## src/rtl/iob_bus_split_pkg.sv

```systemverilog
// Shared definitions for the iob data-bus splitter.
// Packet widths, FSM state encoding and the error response data.
package iob_bus_split_pkg;

    typedef enum logic [1:0] {
        IDLE = 2'd0,
        BUSY = 2'd1,
        ERR  = 2'd2
    } state_e;

    localparam int ERR_RDATA = 0;

    function automatic int req_width(input int aw, input int dw);
        return 1 + aw + dw + dw / 8;
    endfunction

    function automatic int resp_width(input int dw);
        return dw + 1;
    endfunction

endpackage

```

## src/rtl/iob_bus_split_watchdog.sv

```systemverilog
// Response watchdog for the iob splitter: counts BUSY cycles.
// expired_o flags the enabled cycle in which the count reaches all-ones.
module iob_bus_watchdog
    import iob_bus_split_pkg::*;
#(
    parameter int TIMEOUT_W = 8
) (
    input  logic clk_i,
    input  logic rst_ni,
    input  logic clr_i,
    input  logic en_i,
    output logic expired_o
);

    localparam logic [TIMEOUT_W-1:0] MAX = {TIMEOUT_W{1'b1}};

    logic [TIMEOUT_W-1:0] cnt_q, cnt_d;

    always_comb begin
        cnt_d = cnt_q;
        if (clr_i) begin
            cnt_d = '0;
        end else if (en_i && (cnt_q != MAX)) begin
            cnt_d = cnt_q + TIMEOUT_W'(1);
        end
    end

    always_ff @(posedge clk_i or negedge rst_ni) begin
        if (!rst_ni) begin
            cnt_q <= '0;
        end else begin
            cnt_q <= cnt_d;
        end
    end

    assign expired_o = en_i && (cnt_q == MAX - TIMEOUT_W'(1));

endmodule

```

## src/rtl/iob_bus_split.sv

```systemverilog
// Native-interface data-bus splitter: one master routed to N slaves
// by an address field, with unmapped/timeout error responses.
module iob_bus_split
    import iob_bus_split_pkg::*;
#(
    parameter int ADDR_W    = 32,
    parameter int DATA_W    = 32,
    parameter int N_SLAVES  = 2,
    parameter int P_SLAVES  = ADDR_W - 1,
    parameter int TIMEOUT_W = 8,
    localparam int REQ_W    = 1 + ADDR_W + DATA_W + DATA_W / 8,
    localparam int RESP_W   = DATA_W + 1
) (
    input  logic                         clk,
    input  logic                         resetn,
    input  logic [REQ_W-1:0]             m_req,
    output logic [RESP_W-1:0]            m_resp,
    output logic [N_SLAVES*REQ_W-1:0]    s_req,
    input  logic [N_SLAVES*RESP_W-1:0]   s_resp,
    output logic                         err
);

    localparam int NB = $clog2(N_SLAVES);
    localparam logic [NB:0] NSL = (NB + 1)'(N_SLAVES);

    state_e          state_q, state_d;
    logic [NB-1:0]   sel_q, sel_d;
    logic            wd_clr, wd_en, wd_exp;

    logic [REQ_W-1:0]  sreq_a [N_SLAVES];
    logic [RESP_W-1:0] sresp_a [N_SLAVES];

    logic              valid;
    logic [ADDR_W-1:0] addr;
    logic [NB-1:0]     sel_in;
    logic              mapped;
    logic [REQ_W-1:0]  held;

    assign valid  = m_req[REQ_W-1];
    assign addr   = m_req[REQ_W-2 -: ADDR_W];
    assign sel_in = addr[P_SLAVES -: NB];
    assign mapped = {1'b0, sel_in} < NSL;
    assign held   = {1'b0, m_req[REQ_W-2:0]};

    for (genvar k = 0; k < N_SLAVES; k++) begin : g_pack
        assign s_req[k*REQ_W +: REQ_W] = sreq_a[k];
        assign sresp_a[k] = s_resp[k*RESP_W +: RESP_W];
    end

    iob_bus_watchdog #(
        .TIMEOUT_W (TIMEOUT_W)
    ) u_wd (
        .clk_i     (clk),
        .rst_ni    (resetn),
        .clr_i     (wd_clr),
        .en_i      (wd_en),
        .expired_o (wd_exp)
    );

    always_comb begin
        logic slv_rdy;
        state_d = state_q;
        sel_d   = sel_q;
        wd_clr  = 1'b0;
        wd_en   = 1'b0;
        err     = 1'b0;
        m_resp  = '0;
        slv_rdy = 1'b0;
        for (int k = 0; k < N_SLAVES; k++) begin
            sreq_a[k] = '0;
        end
        unique case (state_q)
            IDLE: begin
                if (valid) begin
                    if (mapped) begin
                        for (int k = 0; k < N_SLAVES; k++) begin
                            if (sel_in == k[NB-1:0]) sreq_a[k] = m_req;
                        end
                        sel_d   = sel_in;
                        wd_clr  = 1'b1;
                        state_d = BUSY;
                    end else begin
                        state_d = ERR;
                    end
                end
            end
            BUSY: begin
                // A new valid here is a violation: flagged, never forwarded
                err = valid;
                for (int k = 0; k < N_SLAVES; k++) begin
                    if (sel_q == k[NB-1:0]) begin
                        sreq_a[k] = held;
                        m_resp    = sresp_a[k];
                        slv_rdy   = sresp_a[k][0];
                    end
                end
                if (slv_rdy) begin
                    state_d = IDLE;
                end else begin
                    wd_en = 1'b1;
                    if (wd_exp) state_d = ERR;
                end
            end
            ERR: begin
                m_resp  = {DATA_W'(ERR_RDATA), 1'b1};
                err     = 1'b1;
                state_d = IDLE;
            end
            default: begin
                state_d = IDLE;
            end
        endcase
        // Outputs must drop the moment reset asserts, not at the next edge
        if (!resetn) begin
            err    = 1'b0;
            m_resp = '0;
            for (int k = 0; k < N_SLAVES; k++) begin
                sreq_a[k] = '0;
            end
        end
    end

    always_ff @(posedge clk or negedge resetn) begin
        if (!resetn) begin
            state_q <= IDLE;
            sel_q   <= '0;
        end else begin
            state_q <= state_d;
            sel_q   <= sel_d;
        end
    end

endmodule

```

## config.mk

```make
export PLATFORM = sky130hd
export DESIGN_NAME = iob_bus_split
export DESIGN_NICKNAME = d
export VERILOG_FILES = /design/src/rtl/iob_bus_split_pkg.sv /design/src/rtl/iob_bus_split_watchdog.sv /design/src/rtl/iob_bus_split.sv
export SDC_FILE = /design/constraint.sdc
export NUM_CORES = 1
export LEC_CHECK = 0
export CORE_AREA = 4 4 117 119
export DETAILED_ROUTE_END_ITERATION = 8
export DIE_AREA = 0 0 121 123
export PLACE_DENSITY = 0.67
export SLEW_MARGIN = 15
export SYNTH_ARGS = -nofsm -noshare
export SYNTH_HDL_FRONTEND = slang
export SYNTH_SLANG_ARGS = --single-unit
```

## constraint.sdc

```tcl
create_clock -name clk -period 1.9 [get_ports clk]
set_clock_uncertainty 0.1 [all_clocks]
set_input_delay 0.38 -clock clk [delete_from_list [all_inputs] [get_ports clk]]
set_output_delay 0.38 -clock clk [all_outputs]
set_load 0.01 [all_outputs]
```

==> Word level (Yosys, flattened, before mapping) <==
Index checks and enable logic that the tools add are counted.
{ "classes": {"n_addsub": 1, "n_eq_ne": 6, "mux": 24, "n_reduce_logical": 6} }
{ "op_table": {"columns": ["op", "n"], "rows": [
  ["$mux 138", 2],
  ["$pmux 138 s2", 1],
  ["$mux 69", 2],
  ["$mux 68", 2],
  ["$mux 33", 2],
  ["$pmux 33 s2", 1],
  ["$mux 8", 2],
  ["$add 8x1->8 const B", 1],
  ["$eq 8x8->1 const B", 1],
  ["$ne 8x8->1 const B", 1],
  ["$mux 1", 7],
  ["$mux 2", 3],
  ["$pmux 2 s2", 1],
  ["$reduce_and 2->1", 2],
  ["$ne 3x2->1 const B", 1],
  ["$eq 2x1->1 const B", 1],
  ["$eq 2x2->1 const B", 1],
  ["$logic_and 1x1->1", 2],
  ["$logic_not 2->1", 1],
  ["$ne 2x2->1 const B", 1],
  ["$pmux 1 s2", 1],
  ["$reduce_bool 2->1", 1]
]} }
{ "word_totals": {"register_bits": 11, "out_inout_bits": 172, "word_cells": 40} }

==> Longest topological paths before layout <==
Gate-level depths: netlist of run 1.
{ "logic_depth": {"word_depth": 8, "depth_mapped": 8, "ltp_nobuf": 6} }

==> By module <==
From an unflattened synthesis of run 1, not the netlist that was laid out.
{ "unflattened": {"hier_cells": 327, "area_unflattened_um2": 2280.9} }
{ "modules_own_cells": {"columns": ["module", "n_inst", "cells_each", "area_each_um2"], "rows": [
  ["iob_bus_split", 1, 277, 1801.7],
  ["iob_bus_watchdog", 1, 50, 479.2]
]} }

==> Least setup slack after synthesis of run 1 <==
No wires, ideal clock.
{ "synth_path": {"path_type": "flip-flop to output port", "start": "register state_q[1]", "end": "output s_req[57]", "arrival_ns": 1.540, "t_required_ns": 1.420, "slack_ns": -0.120, "stages_incl_launch_ff": 9, "n_path_buf": 3, "cell_sequence": "dfrtp_1 > inv_1 > ha_1 > buf_4 > inv_1 > o22ai_2 > buf_2 > clkbuf_2 > and3_1"} }
{ "synth_between": {"elab_chain_len": 3} }
{ "synth_lines": {"columns": ["item", "line", "text"], "rows": [
  ["start: declaration", "iob_bus_split.sv:26", "state_e state_q, state_d;"],
  ["start signal: assignment", "iob_bus_split.sv:128", "state_q <= state_d;"],
  ["$eq 2x1->1 or $logic_not 2->1 (tied branches)", "iob_bus_split.sv:72", "unique case (state_q)"],
  ["$pmux 138 s2 (*)", "iob_bus_split.sv:72", null],
  ["$mux 138 (*)", "iob_bus_split.sv:114", "if (!resetn) begin"],
  ["end: declaration", "iob_bus_split.sv:18", "output logic [N_SLAVES*REQ_W-1:0] s_req,"]
]} }
Every way passes the cells marked *; elsewhere a longest branch is shown, timed or not.

==> Worst setup path in the final report of run 1 <==
{ "layout_path": {"start": "register state_q[1]", "end": "output s_req[56]"} }
Same word-level chain as after synthesis.

==> results.ini, run 1 <==
[die]
dieWidth_um=121
start_util=0.181
die_area_sq_mm=0.0149
ios=309
core-area_sq_mm=0.0126
die_h_um=123
std_cell_rows=41

[worst_setup_path]
cp.depth=10
critPathKind=flip-flop to output port
regToRegSetupSlack_ns=0.01
crit_top_cell=buf_4
crit_path_end=s_req[56]
setup.worst_path.start=state_q[1]
worstReg2RegStart=state_q[1]
required_ns=1.42
crit_chain=inv_2 > buf_4 > buf_4 > ha_4 > o21a_4 > buf_12 > buf_8 > clkbuf_16 > and3_4 > buf_6
crit_family=buffers and inverters
crit_fanout=6
worst_setup_path_end_kind=output port
cpMaxStageDelayCell=dfrtp_1
reg2reg_depth=9
cp_slowest_stage_delay_ns=0.37
reg2reg_to=state_q[0]
cp-start-kind=flip-flop
worstPathArrival_ns=2.06
worst-path-buf-inv=7

[power]
finalPower_mw=8.59
p_leak_nw=3.58
vdd_ir_drop_max_v=0.000526
cellPowerDensity_mw_per_mm2=1130

[synth]
yosysUniqueCellTypes=33
synth_area_leaders=and3_1, mux2i_1, dfrtp_1
syn_avg_cell_area_sq_um=6.86
yosysSeqAreaShare=0.121
synth-seq-cells=11
syn-instance-count=331
synth.cell_area_sq_mm=0.00227
synth_nets=475
synth_warnings=0
synth_top_area_share=0.375
synth.largest_area_cell=and3_1

[timing]
tightest_slew_ns=0.347
finalCritPeriodShare=1.34
fin_crit_ns=2.54
slew_headroom=0.768
fmax_ghz=0.393
rsz0062_at_grt=true
fin_ws_ns=-0.644
finalHoldViolCount=0
setup_viol=172
slew_violations=0

[global_routing]
grt_pass1_vias=4228
grt_pass1_wl_um=24900
grt_use_total=0.216
antenna_found_initial=0
grt_max_degree=32
grt_overflow_total=0

[layout]
nNetsFinal=863
final_common_cell=clkdlybuf4s50_1
fin_cells=890
syn_to_final_growth_pct=234
layout-drive-gt1-share=0.613
final_util=0.603
mostFrequentLayoutCells=clkdlybuf4s50_1, buf_6, and3_4, buf_2, buf_4
antenna_cells=0

[min_path]
hold_class=input pin to async pin

[cts]
cts_max_level=1
holdBufCountCts=0
cts_buffer_depth=2
clkLatencyLatePin_ns=0.24
clkSinkCount=11
numCtsBuffers=3
clk_pin_slew_ns=0.04
cts_root_buf=clkbuf_16
cts_tree=built

[place]
hpwl_um=11800
port_buffers=308
placedCellCount=816
place_ws_ns=-0.817
place.gp.congestion=0.812

[outcome]
violations=negative setup slack
status=complete, but fails checks

[routing]
vias=4245
drtIter0Drc=222
drc=0
drt_wl_total_um=18300
ant_nets=0
viasPerCell=4.77
dr.pass1.iters=4
wire_per_inst_um=20.5

[job]
timing.max_cap.violations=0

==> where the power goes <==
part,internal (mW),switching (mW),total (mW)
Sequential,0.286,0.0788,0.364
Clock,0.279,0.106,0.385
Combinational,4.60,3.23,7.84
Total,5.17,3.42,8.59
==> synth_stat cells (all sizes together) <==
cell type and number:
o2bb2ai 1, o22ai 2, ha 7, nor3 7, inv 7, and4 1, o31ai 1, o21a 2
buf 10, and2 1, nor2 42, a21oi 7, nand4 1, o311ai 1, a32o 1, o21ai 3
mux2i 34, clkbuf 27, dfrtp 11, xnor2 1, and3 136, o311a 1, mux2 2, a41o 1
nand2 15, nand3 9
==> timing repair <==
item,CTS,global route
gates resized for setup,809,182
cloned,18,4
pin swaps,28,30
setup endpoints to repair,172,172
setup buffers,32,21
==> per-layer routing <==
metal | share of wire | track usage
met5 | 0 | 0
met4 | 0.023 | 0.0524
met3 | 0.093 | 0.0508
met2 | 0.53 | 0.409
met1 | 0.36 | 0.244
==> layout make-up <==
class | instances | area [sq um]
clock buffers | 3 | 75.1
clock inverters | 1 | 5.00
fillers | 1020 | 4990
inverters | 7 | 31.3
multi-input cells | 276 | 2540
flip-flops and latches | 11 | 278
well taps | 172 | 215
repair buffers | 420 | 4440
==> flip-flops by register name, summed over array words and instances, names as in the netlist <==
register and cells:
u_wd.cnt_q 8, state_q 2, sel_q 1
==> worst min-delay path by stage <==
stage / end / slack (ns) / depth (start not counted)
after floorplan: sel_q / -0.02 / 0
after global placement: state_q[0] / 0.47 / 1
after detailed placement: u_wd.cnt_q[1] / 0.49 / 2
after CTS: u_wd.cnt_q[3] / 0.44 / 2
after global routing: u_wd.cnt_q[5] / 0.48 / 2
final: u_wd.cnt_q[6] / 0.44 / 2
==> worst reg2reg max path, stage by stage, from the launching register on <==
cell     delay [ns]
dfrtp_1        0.39
inv_2          0.13
buf_4          0.13
buf_4          0.10
ha_4           0.13
buf_4          0.10
buf_4          0.10
inv_1          0.06
o22ai_2        0.21
mux2_4         0.32
==> through the flow <==
stage	hold WS (ns)	instance area [sq um]	setup TNS, ns
after floorplan	-0.0156	2530	-1.25
after global placement	0.471	5980	-121.18
after detailed placement	0.494	5980	-122.25
after CTS	0.439	6900	-80.21
after global routing	0.475	7580	-95.70
final	0.440	7580	-88.40
==> kinds of logic (layout without fill, tap and decap cells) <==
family,count (synthesis),count (layout),synth area share
adders and majority gates,7,7,0.0386
muxes,36,36,0.167
buffers and inverters,44,431,0.0843
xor gates and xnor gates,1,1,0.00386
DFF,11,11,0.121
and+or+nand+nor,212,212,0.517
AOI/OAI and AO/OA,20,20,0.0678
No activity file was read; power rests on OpenSTA's default activity.
==> run 2, diff against run 1 <==
Clock period 1.9 ns to 2.08 ns, I/O delays scaled along.
==> results.ini, run 2 (synthesis gave the netlist of run 1 again) <==
[outcome]
status=complete, but fails checks
violations=negative setup slack

[layout]
max_flop_register=u_wd.cnt_q
reg_top3=u_wd.cnt_q (8), state_q (2), sel_q (1)
nNetsFinal=818  ; -5.2%
largest_reg_flops=8  ; unchanged
syn_to_final_growth_pct=190
mostFrequentLayoutCells=clkdlybuf4s50_1, buf_2, and3_4, buf_6, and3_1
layout-drive-gt1-share=0.510  ; -0.103
fin_cells=845  ; -5.1%
design_area_sq_mm=0.00659  ; -13%
antenna_cells=0  ; unchanged
final_common_cell=clkdlybuf4s50_1

[die]
ios=309  ; unchanged
die_area_sq_mm=0.0149  ; unchanged
die_h_um=123  ; unchanged
core-area_sq_mm=0.0126  ; unchanged
std_cell_rows=41  ; unchanged
start_util=0.181  ; unchanged
dieWidth_um=121  ; unchanged

[cts]
cts_root_buf=clkbuf_16
cts_buffer_depth=2  ; unchanged
holdBufCountCts=0  ; unchanged
numCtsBuffers=3  ; unchanged
cts_tree=built
clk_pin_slew_ns=0.04  ; about the same
clkSinkCount=11  ; unchanged
clkLatencyLatePin_ns=0.24  ; about the same
cts_max_level=1  ; unchanged

[worst_setup_path]
crit_top_cell=buf_6
crit_chain=ha_4 > buf_6 > a32o_4 > buf_12 > clkbuf_16 > and3_4 > buf_6
crit_fanout=5  ; -1
regToRegSetupSlack_ns=0.23  ; +0.22 ns
cp_slowest_stage_delay_ns=0.45  ; +0.08 ns
required_ns=1.56  ; +0.14 ns
critPathKind=flip-flop to output port
worstPathArrival_ns=1.94  ; -0.12 ns
worst_setup_path_end_kind=output port
cp-start-kind=flip-flop
cpMaxStageDelayCell=dfrtp_2

[global_routing]
grt_overflow_total=0  ; unchanged
grt_pass1_vias=4161  ; -1.6%
grt_use_total=0.212  ; -0.00448
grt_pass1_wl_um=24600  ; -1.1%
grt_max_degree=32  ; unchanged
antenna_found_initial=0  ; unchanged

[timing]
fin_ws_ns=-0.373  ; +0.271 ns
finalHoldViolCount=0  ; unchanged
finalCritPeriodShare=1.18
slew_violations=0  ; unchanged
setup_viol=168  ; -2.3%
tightest_slew_ns=0.364  ; +0.0169 ns
rsz0062_at_grt=true
fmax_ghz=0.408
fin_crit_ns=2.45
slew_headroom=0.757  ; -0.0113

[job]
timing.max_cap.violations=0  ; unchanged

[routing]
drc=0  ; unchanged
vias=4140  ; -2.5%
drt_wl_total_um=18900  ; +3.3%
drtIter0Drc=236  ; +6.3%
dr.pass1.iters=5  ; +1
ant_nets=0  ; unchanged
viasPerCell=4.90  ; +2.7%
wire_per_inst_um=22.3  ; +8.8%

[power]
vdd_ir_drop_max_v=0.000432  ; -18%
p_leak_nw=3.31  ; -7.7%
clkPwrFrac=0.054  ; +0.009
switching_share=0.429  ; +0.0310
finalPower_mw=6.64  ; -23%
cellPowerDensity_mw_per_mm2=1010  ; -11%
internal_power_mw=3.79  ; -27%
p_switching_mw=2.85  ; -17%
power_frac_seq=0.050  ; +0.008
combPwrFrac=0.896  ; -0.017

[min_path]
hold_class=input pin to async pin

[place]
placedCellCount=800  ; -2.0%
port_buffers=308  ; unchanged
placed_area_sq_mm=0.00568  ; -4.9%
hpwl_um=12200  ; +3.3%
place.gp.congestion=0.878  ; +8.2%

==> run 2: routing by layer <==
metal | routed length (um) | GRT usage
met2 | 10000 | 0.393
met3 | 1630 | 0.0581
met4 | 382 | 0.0567
met5 | 0 | 0
met1 | 6800 | 0.238
==> run 2: stage by stage <==
step                 util  TNS (ns)  hold WS (ns)  setup WS (ns)
floorplan               -         0        0.0204         0.0237
global placement    0.452   -101.12         0.454         -0.688
detailed placement  0.452   -103.60         0.485         -0.699
CTS                 0.490    -50.00         0.435         -0.412
global route        0.525    -58.09         0.452         -0.451
finish              0.525    -46.40         0.443         -0.373
==> run 2: repair_timing <==
item,in CTS,in global routing
buffers inserted,19,3
hold endpoints to repair,0,0
pin swaps,34,17
gates resized for setup,725,147
gates cloned,12,12
setup endpoints to repair,172,172
==> run 2: power groups by stage <==
stage	clock network [mW]	logic [mW]	registers (mW)
after floorplan	0	1.87	0.297
after global placement	0	3.83	0.309
after detailed placement	0	3.89	0.317
after CTS	0.362	5.40	0.325
after global routing	0.374	6.26	0.340
final	0.358	5.95	0.332
==> run 2: final timing paths <==
| check | startpoint | to | cells after the start |
|---|---|---|---|
| setup / recovery | state_q[0] | s_req[91] | 7 |
| hold / removal | resetn | state_q[0] | 2 |
| setup reg to reg | sel_q | u_wd.cnt_q[6] | 6 |
| hold reg to reg | u_wd.cnt_q[1] | u_wd.cnt_q[1] | 2 |
| max in group asynchronous | resetn | u_wd.cnt_q[1] | 3 |
| min in group clk | u_wd.cnt_q[1] | u_wd.cnt_q[1] | 2 |
==> run 2: final cells by class <==
| class | instances | area (sq um) |
|---|---|---|
| inverter | 7 | 28.8 |
| tap | 172 | 215 |
| clock buffer | 4 | 78.8 |
| fill | 1175 | 5980 |
| timing repair buffer | 375 | 3700 |
| multi-input combinational | 276 | 2290 |
| sequential | 11 | 278 |
==> run 2: worst max-delay path, delay by kind of cell, from the launching register on <==
| family | cells | cell delay [ns] |
|---|---|---|
| adder cells (fa/ha/maj) | 1 | 0.19 |
| buffers and inverters | 4 | 0.54 |
| flip-flops | 1 | 0.45 |
| AO/OA/AOI/OAI | 1 | 0.33 |
| AND/OR/NAND/NOR | 1 | 0.18 |
